$ cat src/rtl/alu_sched_pkg.sv
// rtl/alu_sched_pkg.sv - shared FSM state and ALU operation encodings for alu_scheduler
package alu_sched_pkg;

  typedef enum logic [1:0] {
    S_IDLE = 2'b00,
    S_EXEC = 2'b01,
    S_RESP = 2'b10
  } state_t;

  // Arithmetic select encodings, common to the decoder and the shared ALU.
  localparam logic [1:0] ARITH_ADD = 2'b00;
  localparam logic [1:0] ARITH_SUB = 2'b01;
  localparam logic [1:0] ARITH_MUL = 2'b10;
  localparam logic [1:0] ARITH_DIV = 2'b11;

  // Width of the EXEC hold counter; comfortably covers any MUL/DIV wait.
  localparam int CNT_W = 8;

endpackage

$ cat src/rtl/alu_scheduler_rr_arbiter.sv
// rtl/alu_scheduler_rr_arbiter.sv - round-robin one-hot grant, searching upward from ptr with wrap
//
// Ports:
//   req   - request vector, one bit per requester
//   ptr   - index where the search starts (highest priority this round)
//   grant - one-hot winner, all-zero when req is all-zero
module rr_arbiter #(
  parameter int N  = 4,
  parameter int PW = $clog2(N)
) (
  input  logic [N-1:0]  req,
  input  logic [PW-1:0] ptr,
  output logic [N-1:0]  grant
);

  logic [2*N-1:0] req2;
  logic [2*N-1:0] gnt2;
  logic [N-1:0]   rot;
  logic [N-1:0]   pick;

  // Rotate so that bit ptr lands at bit 0, then the lowest set bit is the winner.
  assign req2 = {req, req};
  assign rot  = N'(req2 >> ptr);
  assign pick = rot & (~rot + 1'b1);

  // Rotate the winner back; it lands in either the low or the high half.
  assign gnt2  = {{N{1'b0}}, pick} << ptr;
  assign grant = gnt2[N-1:0] | gnt2[2*N-1:N];

endmodule

$ cat src/rtl/alu_scheduler.sv
// rtl/alu_scheduler.sv - round-robin scheduler sharing one combinational ALU among N_REQ requesters
//
// Ports:
//   clk, reset         - clock, asynchronous active-low reset
//   req_valid/ready    - per-requester request and one-cycle accept strobe
//   req_arith_mux      - per-requester 2-bit op (ADD/SUB/MUL/DIV)
//   req_output_mux     - per-requester select, 1 = compare (NZP) result
//   req_rs, req_rt     - per-requester 8-bit operands
//   resp_valid         - one-cycle result strobe to the owning requester
//   resp_data          - shared registered result bus
//   alu_*              - operands/selects to the shared ALU, zero outside EXEC
//   alu_out            - combinational ALU result
module alu_scheduler
  import alu_sched_pkg::*;
#(
  parameter int N_REQ    = 4,
  parameter int DIV_WAIT = 2,
  parameter int MUL_WAIT = 1
) (
  input  logic                 clk,
  input  logic                 reset,
  input  logic [N_REQ-1:0]     req_valid,
  output logic [N_REQ-1:0]     req_ready,
  input  logic [2*N_REQ-1:0]   req_arith_mux,
  input  logic [N_REQ-1:0]     req_output_mux,
  input  logic [8*N_REQ-1:0]   req_rs,
  input  logic [8*N_REQ-1:0]   req_rt,
  output logic [N_REQ-1:0]     resp_valid,
  output logic [7:0]           resp_data,
  output logic [1:0]           alu_arith_mux,
  output logic                 alu_output_mux,
  output logic [7:0]           alu_rs,
  output logic [7:0]           alu_rt,
  input  logic [7:0]           alu_out
);

  localparam int               PTR_W    = $clog2(N_REQ);
  localparam logic [PTR_W-1:0] LAST_IDX = PTR_W'(N_REQ - 1);
  localparam logic [CNT_W-1:0] MUL_LOAD = CNT_W'(MUL_WAIT);
  localparam logic [CNT_W-1:0] DIV_LOAD = CNT_W'(DIV_WAIT);

  state_t             state_q, state_d;
  logic [PTR_W-1:0]   rr_ptr_q, rr_ptr_d;
  logic [PTR_W-1:0]   owner_q, owner_d;
  logic [1:0]         arith_q, arith_d;
  logic               omux_q, omux_d;
  logic [7:0]         rs_q, rs_d, rt_q, rt_d;
  logic [7:0]         resp_data_q, resp_data_d;
  logic [CNT_W-1:0]   cnt_q, cnt_d;

  logic [N_REQ-1:0]   grant;
  logic [PTR_W-1:0]   sel_idx;
  logic [1:0]         sel_arith;
  logic               sel_omux;
  logic [7:0]         sel_rs, sel_rt;
  logic [CNT_W-1:0]   cnt_load;

  rr_arbiter #(.N(N_REQ), .PW(PTR_W)) u_arb (
    .req   (req_valid),
    .ptr   (rr_ptr_q),
    .grant (grant)
  );

  // Only IDLE accepts; since grant is already qualified by req_valid,
  // any set ready bit is a handshake.
  assign req_ready = (state_q == S_IDLE) ? grant : '0;

  // Pick the granted requester's fields out of the packed buses.
  always_comb begin
    sel_idx   = '0;
    sel_arith = '0;
    sel_omux  = 1'b0;
    sel_rs    = '0;
    sel_rt    = '0;
    for (int i = 0; i < N_REQ; i++) begin
      if (grant[i]) begin
        sel_idx   = PTR_W'(i);
        sel_arith = req_arith_mux[2*i +: 2];
        sel_omux  = req_output_mux[i];
        sel_rs    = req_rs[8*i +: 8];
        sel_rt    = req_rt[8*i +: 8];
      end
    end
  end

  // Compares settle in one cycle regardless of the arith field.
  always_comb begin
    cnt_load = '0;
    if (!sel_omux) begin
      case (sel_arith)
        ARITH_MUL:            cnt_load = MUL_LOAD;
        ARITH_DIV:            cnt_load = DIV_LOAD;
        ARITH_ADD, ARITH_SUB: cnt_load = '0;
        default:              cnt_load = '0;
      endcase
    end
  end

  always_comb begin
    state_d     = state_q;
    rr_ptr_d    = rr_ptr_q;
    owner_d     = owner_q;
    arith_d     = arith_q;
    omux_d      = omux_q;
    rs_d        = rs_q;
    rt_d        = rt_q;
    cnt_d       = cnt_q;
    resp_data_d = resp_data_q;
    case (state_q)
      S_IDLE: begin
        if (|req_ready) begin
          owner_d = sel_idx;
          arith_d = sel_arith;
          omux_d  = sel_omux;
          rs_d    = sel_rs;
          rt_d    = sel_rt;
          cnt_d   = cnt_load;
          state_d = S_EXEC;
        end
      end
      S_EXEC: begin
        if (cnt_q != '0) begin
          cnt_d = cnt_q - 1'b1;
        end else begin
          resp_data_d = alu_out;
          state_d     = S_RESP;
        end
      end
      S_RESP: begin
        rr_ptr_d = (owner_q == LAST_IDX) ? '0 : owner_q + 1'b1;
        state_d  = S_IDLE;
      end
      default: state_d = S_IDLE;
    endcase
  end

  always_ff @(posedge clk or negedge reset) begin
    if (!reset) begin
      state_q     <= S_IDLE;
      rr_ptr_q    <= '0;
      owner_q     <= '0;
      arith_q     <= '0;
      omux_q      <= 1'b0;
      rs_q        <= '0;
      rt_q        <= '0;
      cnt_q       <= '0;
      resp_data_q <= '0;
    end else begin
      state_q     <= state_d;
      rr_ptr_q    <= rr_ptr_d;
      owner_q     <= owner_d;
      arith_q     <= arith_d;
      omux_q      <= omux_d;
      rs_q        <= rs_d;
      rt_q        <= rt_d;
      cnt_q       <= cnt_d;
      resp_data_q <= resp_data_d;
    end
  end

  // Decoded from registered state, so the strobe is glitch-free and is
  // killed immediately by an asynchronous reset.
  always_comb begin
    resp_valid = '0;
    if (state_q == S_RESP) resp_valid[owner_q] = 1'b1;
  end

  assign resp_data      = resp_data_q;
  assign alu_arith_mux  = (state_q == S_EXEC) ? arith_q : '0;
  assign alu_output_mux = (state_q == S_EXEC) ? omux_q  : 1'b0;
  assign alu_rs         = (state_q == S_EXEC) ? rs_q    : '0;
  assign alu_rt         = (state_q == S_EXEC) ? rt_q    : '0;

endmodule

$ cat config.mk
export PLATFORM = sky130hd
export DESIGN_NAME = alu_scheduler
export DESIGN_NICKNAME = d
export VERILOG_FILES = /design/src/rtl/alu_sched_pkg.sv /design/src/rtl/alu_scheduler_rr_arbiter.sv /design/src/rtl/alu_scheduler.sv
export SDC_FILE = /design/constraint.sdc
export NUM_CORES = 1
export LEC_CHECK = 0
export ABC_AREA = 1
export CAP_MARGIN = 5
export CORE_AREA = 2 2 81 83
export CTS_BUF_LIST = sky130_fd_sc_hd__clkbuf_4 sky130_fd_sc_hd__clkbuf_8 sky130_fd_sc_hd__clkbuf_16
export DETAILED_ROUTE_END_ITERATION = 12
export DIE_AREA = 0 0 83 85
export DONT_BUFFER_PORTS = 1
export SKIP_CTS_REPAIR_TIMING = 1
export SLEW_MARGIN = 20
export SYNTH_ARGS = -nofsm -noshare
export SYNTH_HDL_FRONTEND = slang
export SYNTH_SLANG_ARGS = --single-unit
$ cat constraint.sdc
create_clock -name clk -period 2.7 [get_ports clk]
set_clock_uncertainty 0.05 [all_clocks]
set_input_delay 0.27 -clock clk [delete_from_list [all_inputs] [get_ports clk]]
set_output_delay 0.27 -clock clk [all_outputs]
set_load 0.1 [all_outputs]
# --- After elaboration in Yosys (flattened, before gate mapping) ---
# Cells that the tools add are included.
totals:
  out_inout_bits: 35
  elab_cells: 76
  input_bits: 90
  regBits: 41
classes:
  eq_ne: 9
  mux: 36
  bitwise: 4
  magnitude_cmp: 2
  n_reduce_logical: 11
  add_sub_neg: 3
  n_shift: 2
ops:
  columns: ["op", "n"]
  rows:
  - ["$mux 8", 13]
  - ["$pmux 8 s3", 1]
  - ["$mux 2", 10]
  - ["$pmux 8 s2", 1]
  - ["$eq 2x2->1 const B", 4]
  - ["$mux 4", 2]
  - ["$reduce_bool 8->1", 1]
  - ["$shl 4x2->8", 1]
  - ["$shr 8x2->4", 1]
  - ["$sub 8x1->8 const B", 1]
  - ["$mux 1", 7]
  - ["$reduce_and 2->1", 3]
  - ["$add 4x1->4 const B", 1]
  - ["$and 4x4->4", 1]
  - ["$eq 2x1->1 const B", 2]
  - ["$logic_not 2->1", 2]
  - ["$ne 2x2->1 const B", 2]
  - ["$not 4->4", 1]
  - ["$or 4x4->4", 1]
  - ["$pmux 2 s2", 1]
  - ["$reduce_or 4->1", 1]
  - ["$lt 2x3->1 const B", 1]
  - ["$reduce_and 3->1", 1]
  - ["$add 2x1->2 const B", 1]
  - ["other kinds (7)", 7]

# --- Logic depth before layout (Yosys ltp) ---
# Gate-level depths: netlist (run 1).
depth:
  depth_word: 16
  mapped_depth: 17
  mapped_depth_nobuf: 17

# --- By module ---
# A second synthesis (run 1) with hierarchy kept.
unflattened:
  hier_cells: 426
  area_unflattened_um2: 2930.3
modules_own_cells:
  columns: ["module", "seq_area_each_um2", "area_per_inst_um2", "n_inst", "cells_per_inst"]
  rows:
  - ["alu_scheduler", 1026.0, 2622.5, 1, 369]
  - ["rr_arbiter", 0.0, 307.8, 1, 57]

# --- Least setup slack after synthesis (run 1) ---
# OpenSTA, ideal clock, no wires.
synth_path:
  kind: "flip-flop to output port"
  startpoint: "register rr_ptr_q[0]"
  endpoint: "output req_ready[1]"
  setup_slack_ns: -0.076
  arrival_time_ns: 2.456
  path_stages_with_launch: 11
  cell_sequence: "dfrtp_1 -> buf_6 -> nand2_2 -> nand3_2 -> nand2_4 -> nand2_4 -> nor2_4 -> nand2_1 -> nand3_2 -> nand2_2 -> nor2_1"
synth_via:
  elab_chain_len: 7
synth_rtl:
  columns: ["element", "line", "source"]
  rows:
  - ["from (decl)", "alu_scheduler.sv:43", "logic [PTR_W-1:0] rr_ptr_q, rr_ptr_d;"]
  - ["from (signal assigned)", "alu_scheduler.sv:150", "rr_ptr_q <= rr_ptr_d;"]
  - ["$shr 8x2->4", "alu_scheduler_rr_arbiter.sv:23", "assign rot = N'(req2 >> ptr);"]
  - ["$not 4->4", "alu_scheduler_rr_arbiter.sv:24", "assign pick = rot & (~rot + 1'b1);"]
  - ["$add 4x1->4", "alu_scheduler_rr_arbiter.sv:24", null]
  - ["$and 4x4->4", "alu_scheduler_rr_arbiter.sv:24", null]
  - ["$shl 4x2->8 *", "alu_scheduler_rr_arbiter.sv:27", "assign gnt2 = {{N{1'b0}}, pick} << ptr;"]
  - ["$or 4x4->4 *", "alu_scheduler_rr_arbiter.sv:28", "assign grant = gnt2[N-1:0] | gnt2[2*N-1:N];"]
  - ["$mux 4 *", "alu_scheduler.sv:66", "assign req_ready = (state_q == S_IDLE) ? grant : '0;"]
  - ["to (decl)", "alu_scheduler.sv:23", "output logic [N_REQ-1:0] req_ready,"]
# Mark *: on every way between the ends. The rest lies on a longest branch, timed or not.

# --- Worst setup path after layout (run 1) ---
layout_path:
  startpoint: "register rr_ptr_q[1]"
  endpoint: "output req_ready[1]"
# The elaborated chain is that of the path after synthesis.

==> flow_summary.yaml, run 1 <==
status:
  status: "complete, no violations"
routing:
  vias: 2700
  dr.pass1.iters: 4
  wl_um: 7429
  drc: 0
  via_per_inst: 5.336
  drtIter0Drc: 78
  detail-route-antenna-nets: 0
  wire_per_inst_um: 14.68
placed_design:
  portBuffers: 0
  dp_hpwl_um: 5641
  place.gp.congestion: 0.8647
  placed_cell_area_um2: 3273
floorplan:
  initial_core_util: 0.4799
  die-area_um2: 7055
  core_region_area_um2: 6205
  num_io_pins: 125
  fp.dieH_um: 85
  die_w_um: 83
  rows: 29
final_layout:
  nets: 524
  antenna_cells: 0
  design_area_um2: 3407
  nFillCells: 600
  drive_gt1_frac: 0.3147
  syn_to_final_growth_pct: 14.41
grt:
  grt_pass1_wl_um: 12000
  overflow: 0
  track_usage: 0.2089
  grt_pass1_vias: 2502
  antenna_found_initial: 0
  grt_max_degree: 42
critical_path:
  cp-end-kind: "primary output"
  critPathLaunchType: "flop"
  slowest_stage: "dfrtp_1"
  cp_slowest_stage_delay_ns: 0.53
  critical_path_required_ns: 2.38
  cp.arrival_ns: 2.07
  cp_max_fo: 9
  cp_cell_sequence: "inv_4 > nand3_2 > nand2_4 > nand2_4 > nor2_4 > nand2_1 > nand3_2 > nand2_2 > nor2_2 > buf_4"
  crit_type: "flop to primary output"
synth:
  syn_nets: 494
  netlist_area_um2: 2978
  synth.yosys.seq_area_share: 0.3445
  post-synth-top-area-cell: "dfrtp_1"
  synth.area.top_cells: "dfrtp_1 34%, nand2_1 11%, nand3_1 7.4%"
  synth_seq_cells: 41
  ys_types: 32
  yosys_warnings: 0
  synth_top_area_frac: 0.3445
  synth_cells: 398
  syn-mean-instance-area_um2: 7.482
timing:
  layout_min_cycle_time_ns: 2.390
  fin_crit_sh: 0.8851
  setup_violations: 0
  clock.fmax_mhz: 418.4
  drv_slew: 0
  worst_pin_slew_ns: 0.9051
  finalHoldViolCount: 0
  relSlewSlack: 0.3966
  rsz0062_at_grt: "false"
  timing.setup.tns_ns: 0
hold_path:
  hold_path_class: "input port to flop"
clock_tree:
  cts_tree: "done"
  cts_htree_levels: 2
  path_clk_slew_ns: 0.08
  cts_inserted_buffers: 5
  cts.sinks: 41
  clockBufferDepth: 2
  cts-root-buf: "clkbuf_8"
  clkLatencyLatePin_ns: 0.30
flow_run:
  maxCapViolations: 0
==> per-stage QoR <==
stage,utilization,setup slack [ns],std cells,hold slack [ns]
6_report,0.5491,0.3101,506,0.03838
5_1_grt,0.5491,0.08240,506,0.03209
4_1_cts,0.5431,0.3093,504,-0.4006
3_5_place_dp,0.5275,0.3279,496,-0.07410
3_3_place_gp,0.5275,0.3970,496,-0.07400
2_1_floorplan,-,0.1506,398,-0.07559
==> worst max-delay path, delay by kind of cell (launching register included) <==
kind                   cells  cell delay (ns)
DFF                        1             0.53
buffers and inverters      2             0.46
and+or+nand+nor            8             0.78
==> registers in the layout, indices dropped and copies added, names as in the netlist <==
signal,count
arith_q,2
cnt_q,8
omux_q,1
owner_q,2
resp_data,8
rr_ptr_q,2
rs_q,8
rt_q,8
state_q,2
==> per-layer routing <==
layer  track usage  wire [um]  vias up
li1              -          -     1348
met1        0.2783       3240     1253
met2        0.3482       3659       91
met3       0.04475        433        8
met4       0.05365         95        0
met5             0          0        -
==> synthesized netlist by cell type, drive strengths merged <==
library cell  number
clkinv             1
inv               53
nand2            102
nor3               1
o21ai             28
xor2               2
nor2              49
o21bai             1
ha                 6
nand3             50
dfrtp             41
nand4              8
o31ai              1
o41ai              1
clkbuf             2
buf               13
o22ai             15
or2                1
a21oi             23
==> cells in the final DEF, fill, tap and decap left out <==
master,instances
nand2_1,88
inv_1,44
nand3_1,44
dfrtp_1,41
buf_4,36
nor2_2,26
nor2_1,21
a21oi_1,19
o22ai_2,15
o21ai_2,14
nand2_2,11
nand4_1,8
o21ai_1,8
inv_2,7
nand3_2,6
o21ai_0,6
ha_1,6
clkbuf_8,6
nand2_4,3
a21oi_2,3
inv_4,2
nor2_4,2
xor2_1,2
a21oi_4,1
o41ai_1,1
o31ai_1,1
clkinv_1,1
or2_0,1
nor3_1,1
o21bai_1,1
clkinv_4,1
clkinv_2,1
buf_16,1
dlygate4sd3_1,1
==> path summary, 6_finish.rpt <==
check	start	slack [ns]	end	cells after the start
max reg2reg	rr_ptr_q[1]	0.33	owner_q[0]	14
min reg2reg	rt_q[4]	0.45	rt_q[4]	2
max	rr_ptr_q[1]	0.31	req_ready[1]	10
max in group asynchronous	reset	1.96	cnt_q[1]	2
min	alu_out[7]	0.04	resp_data[7]	2
min in group asynchronous	reset	0.44	cnt_q[5]	2
==> layout make-up <==
| class | count | area [um^2] | area share |
|---|---|---|---|
| Clock inverter | 2 | 13.76 | 0.004040 |
| Multi-Input combinational cell | 288 | 1673 | 0.4910 |
| Clock buffer | 6 | 82.58 | 0.02424 |
| Tap cell | 77 | 96.34 | 0.02828 |
| Timing Repair Buffer | 38 | 307.8 | 0.09034 |
| Inverter | 54 | 207.7 | 0.06096 |
| Sequential cell | 41 | 1026 | 0.3011 |
==> kinds of logic (layout without fill, tap and decap cells) <==
group	after synthesis	after routing	share of synthesized area
and+or+nand+nor	211	211	0.3269
DFF	41	41	0.3445
buffers and inverters	69	100	0.1155
AOI/OAI and AO/OA	69	69	0.1819
adders and majority gates	6	6	0.02521
xor gates and xnor gates	2	2	0.005883
Power of run 1 is not shown: default switching activity piles up to over one toggle a cycle in this logic, so the estimate is an artifact.
==> run 2: changes to the inputs <==
Settings changed: SETUP_SLACK_MARGIN from default to 0.02.
==> results of run 2 <==
No change in the layout: final DEF, timing and power equal those of run 1.
Power of run 2 is left out for the same reason.
==> run 3: changes to the inputs <==
Settings changed: SLEW_MARGIN 20 to 25.
==> results of run 3 <==
No change in the layout: final DEF, timing and power equal those of run 1.
Power of run 3 is left out for the same reason.
==> edit, RTL diff (settings of run 2) <==
The 3 states of `state_t` get a one-hot encoding in 3 bits.
--- a/src/rtl/alu_sched_pkg.sv
+++ b/src/rtl/alu_sched_pkg.sv
@@ -3,6 +3,6 @@
 
-  typedef enum logic [1:0] {
-    S_IDLE = 2'b00,
-    S_EXEC = 2'b01,
-    S_RESP = 2'b10
+  typedef enum logic [2:0] {
+    S_IDLE = 3'b001,
+    S_EXEC = 3'b010,
+    S_RESP = 3'b100
   } state_t;
Formal check against the unedited RTL: no difference found for any inputs over 10 cycles, from zero or initial values and one cycle with reset low; not proved beyond that.
==> edit against run 2 <==
  * Area after synthesis is 3.9% lower
  * Final area decreased by 3.1%
  * Sequential share of layout area rose by 1.8 points
  * Critical path depth did not move
  * Worst setup slack worse by 28 ps
  * Routed wire length decreased by 5.7%
  * Sequential cell count grew 1
==> edit: results <==
group,metric,value,unit
status,outcome,"finished clean",
clocking,clockBufferDepth,2,
clocking,numCtsBuffers,5,
finish,final_nets,518,
setup_path,cp_slowest_cell,"dfrtp_1",
global_routing,grt_pass1_wl,11700,um
yosys,yosys.area.top_type,"dfrtp_1",
yosys,ys_types,34,
pwr,switching_share,0.596,
yosys,ys_seq_area_frac,0.368,
route,first_pass_iters,5,
global_routing,grt_usage,0.201,
yosys,ys_ff_latch,42,
global_routing,grt_antenna_before_repair,0,
min_path,min_path_cells,2,
yosys,async_flop_share,1.00,
yosys,yosys-top-cells-area,"dfrtp_1, nand2_1, nand3_1, inv_1, nor2_1",
place,dpl.hpwl,5410,um
route,drt-total-wl,7010,um
yosys,yosysWarnings,0,
clocking,htreeDepth,2,
sta,hold_ws,25.6,ps
global_routing,grt_max_degree,43,
global_routing,grt_pass1_vias,2631,
pwr,ir_drop,0.000828,V
min_path,holdPathEnd,"resp_data[4]",
sta,max_slew_margin,0.393,
min_path,hp-start,"alu_out[4]",
yosys,syn-num-nets,490,
setup_path,cp_max_fo,9,
pwr,power.static_leakage,0.00159,uW
run,drv_cap,0,
place,gp_congestion,0.905,
clocking,cts.reportedPaths.clkPinSlew,90,ps
route,vias,2651,
place,pre_cts_ws,380,ps
setup_path,r2r-start,"rr_ptr_q[1]",
setup_path,r2r-end,"rs_q[4]",
place,place_area,0.00317,sq mm
finish,num-fill-cells,623,
finish,drive_above_1_share,0.267,
setup_path,critical_path.max_stage_delay,530,ps
route,drt_iter0_drc,133,
setup_path,reg2regPathDepth,13,
setup_path,r2r_slack,370,ps
clocking,clock-root-buffer,"clkbuf_8",
setup_path,worstPathArrival,2100,ps
yosys,synthTopCellsByCount,"nand2_1, inv_1, nand3_1",
place,io_buffer_count,0,
clocking,insertion_delay,300,ps
-- edit: changes by cell type in the layout (fill, tap and decap cells not counted), sizes merged, moves of 4 or more --
cell	change
nand4	-4
nor3	+4
o21ai	-4
a21oi	+4
nand2	-4
-- edit: kinds of logic (layout without fill, tap and decap cells) --
kind of cell / count (synthesis) / count (layout) / share of synthesized area
AO/OA/AOI/OAI: 72 / 72 / 0.159
adder cells (fa/ha/maj): 6 / 6 / 0.0262
buffers and inverters: 66 / 95 / 0.107
flip-flops: 42 / 42 / 0.368
AND/OR/NAND/NOR: 208 / 208 / 0.340
-- edit: layout make-up --
cell class                 instances  area share
clock inverter                     2     0.00379
timing repair buffer              36      0.0887
tap                               77      0.0292
sequential                        42       0.319
clock buffer                       6      0.0250
inverter                          51      0.0603
multi-input combinational        286       0.474
-- edit: routing by layer --
metal  GRT usage  up-vias  part of all wire
met2       0.345       91              0.49
met4      0.0805        0             0.020
met1       0.258     1210              0.44
met3      0.0282       10             0.052
li1            -     1340                 -
met5           0        -                 0
-- edit: worst max path at each step --
stage | start | endpoint | slack, ps | cells past startpoint
2_1_floorplan | state_q[0] | alu_rs[4] | -100 | 5
3_3_place_gp | rr_ptr_q[1] | cnt_q[6] | 470 | 13
3_5_place_dp | rr_ptr_q[1] | rs_q[4] | 380 | 13
4_1_cts | rr_ptr_q[1] | req_ready[1] | 280 | 10
5_1_grt | rr_ptr_q[1] | req_ready[1] | 130 | 9
6_report | rr_ptr_q[1] | req_ready[1] | 280 | 10
-- edit: power by group through the flow --
stage	logic (uW)	registers [uW]	clock network (uW)
floorplan	2960	1500	0
detailed placement	3440	1560	0
CTS	3440	1540	450
global placement	3370	1550	0
global route	3840	1580	472
finish	3440	1550	437
-- edit: per-stage QoR --
step	TNS, ps	total power (uW)	util	cells
global route	0	5890	0.532	500
global placement	0	4920	0.511	490
floorplan	-1020	4460	-	394
detailed placement	0	4990	0.511	490
finish	0	5430	0.532	500
CTS	0	5440	0.526	498
-- edit: worst max-delay path, delay by kind of cell, from the launching register on --
kind | cells | cell delay [ps]
flops | 1 | 530
buf+inv | 2 | 480
simple gates | 8 | 780
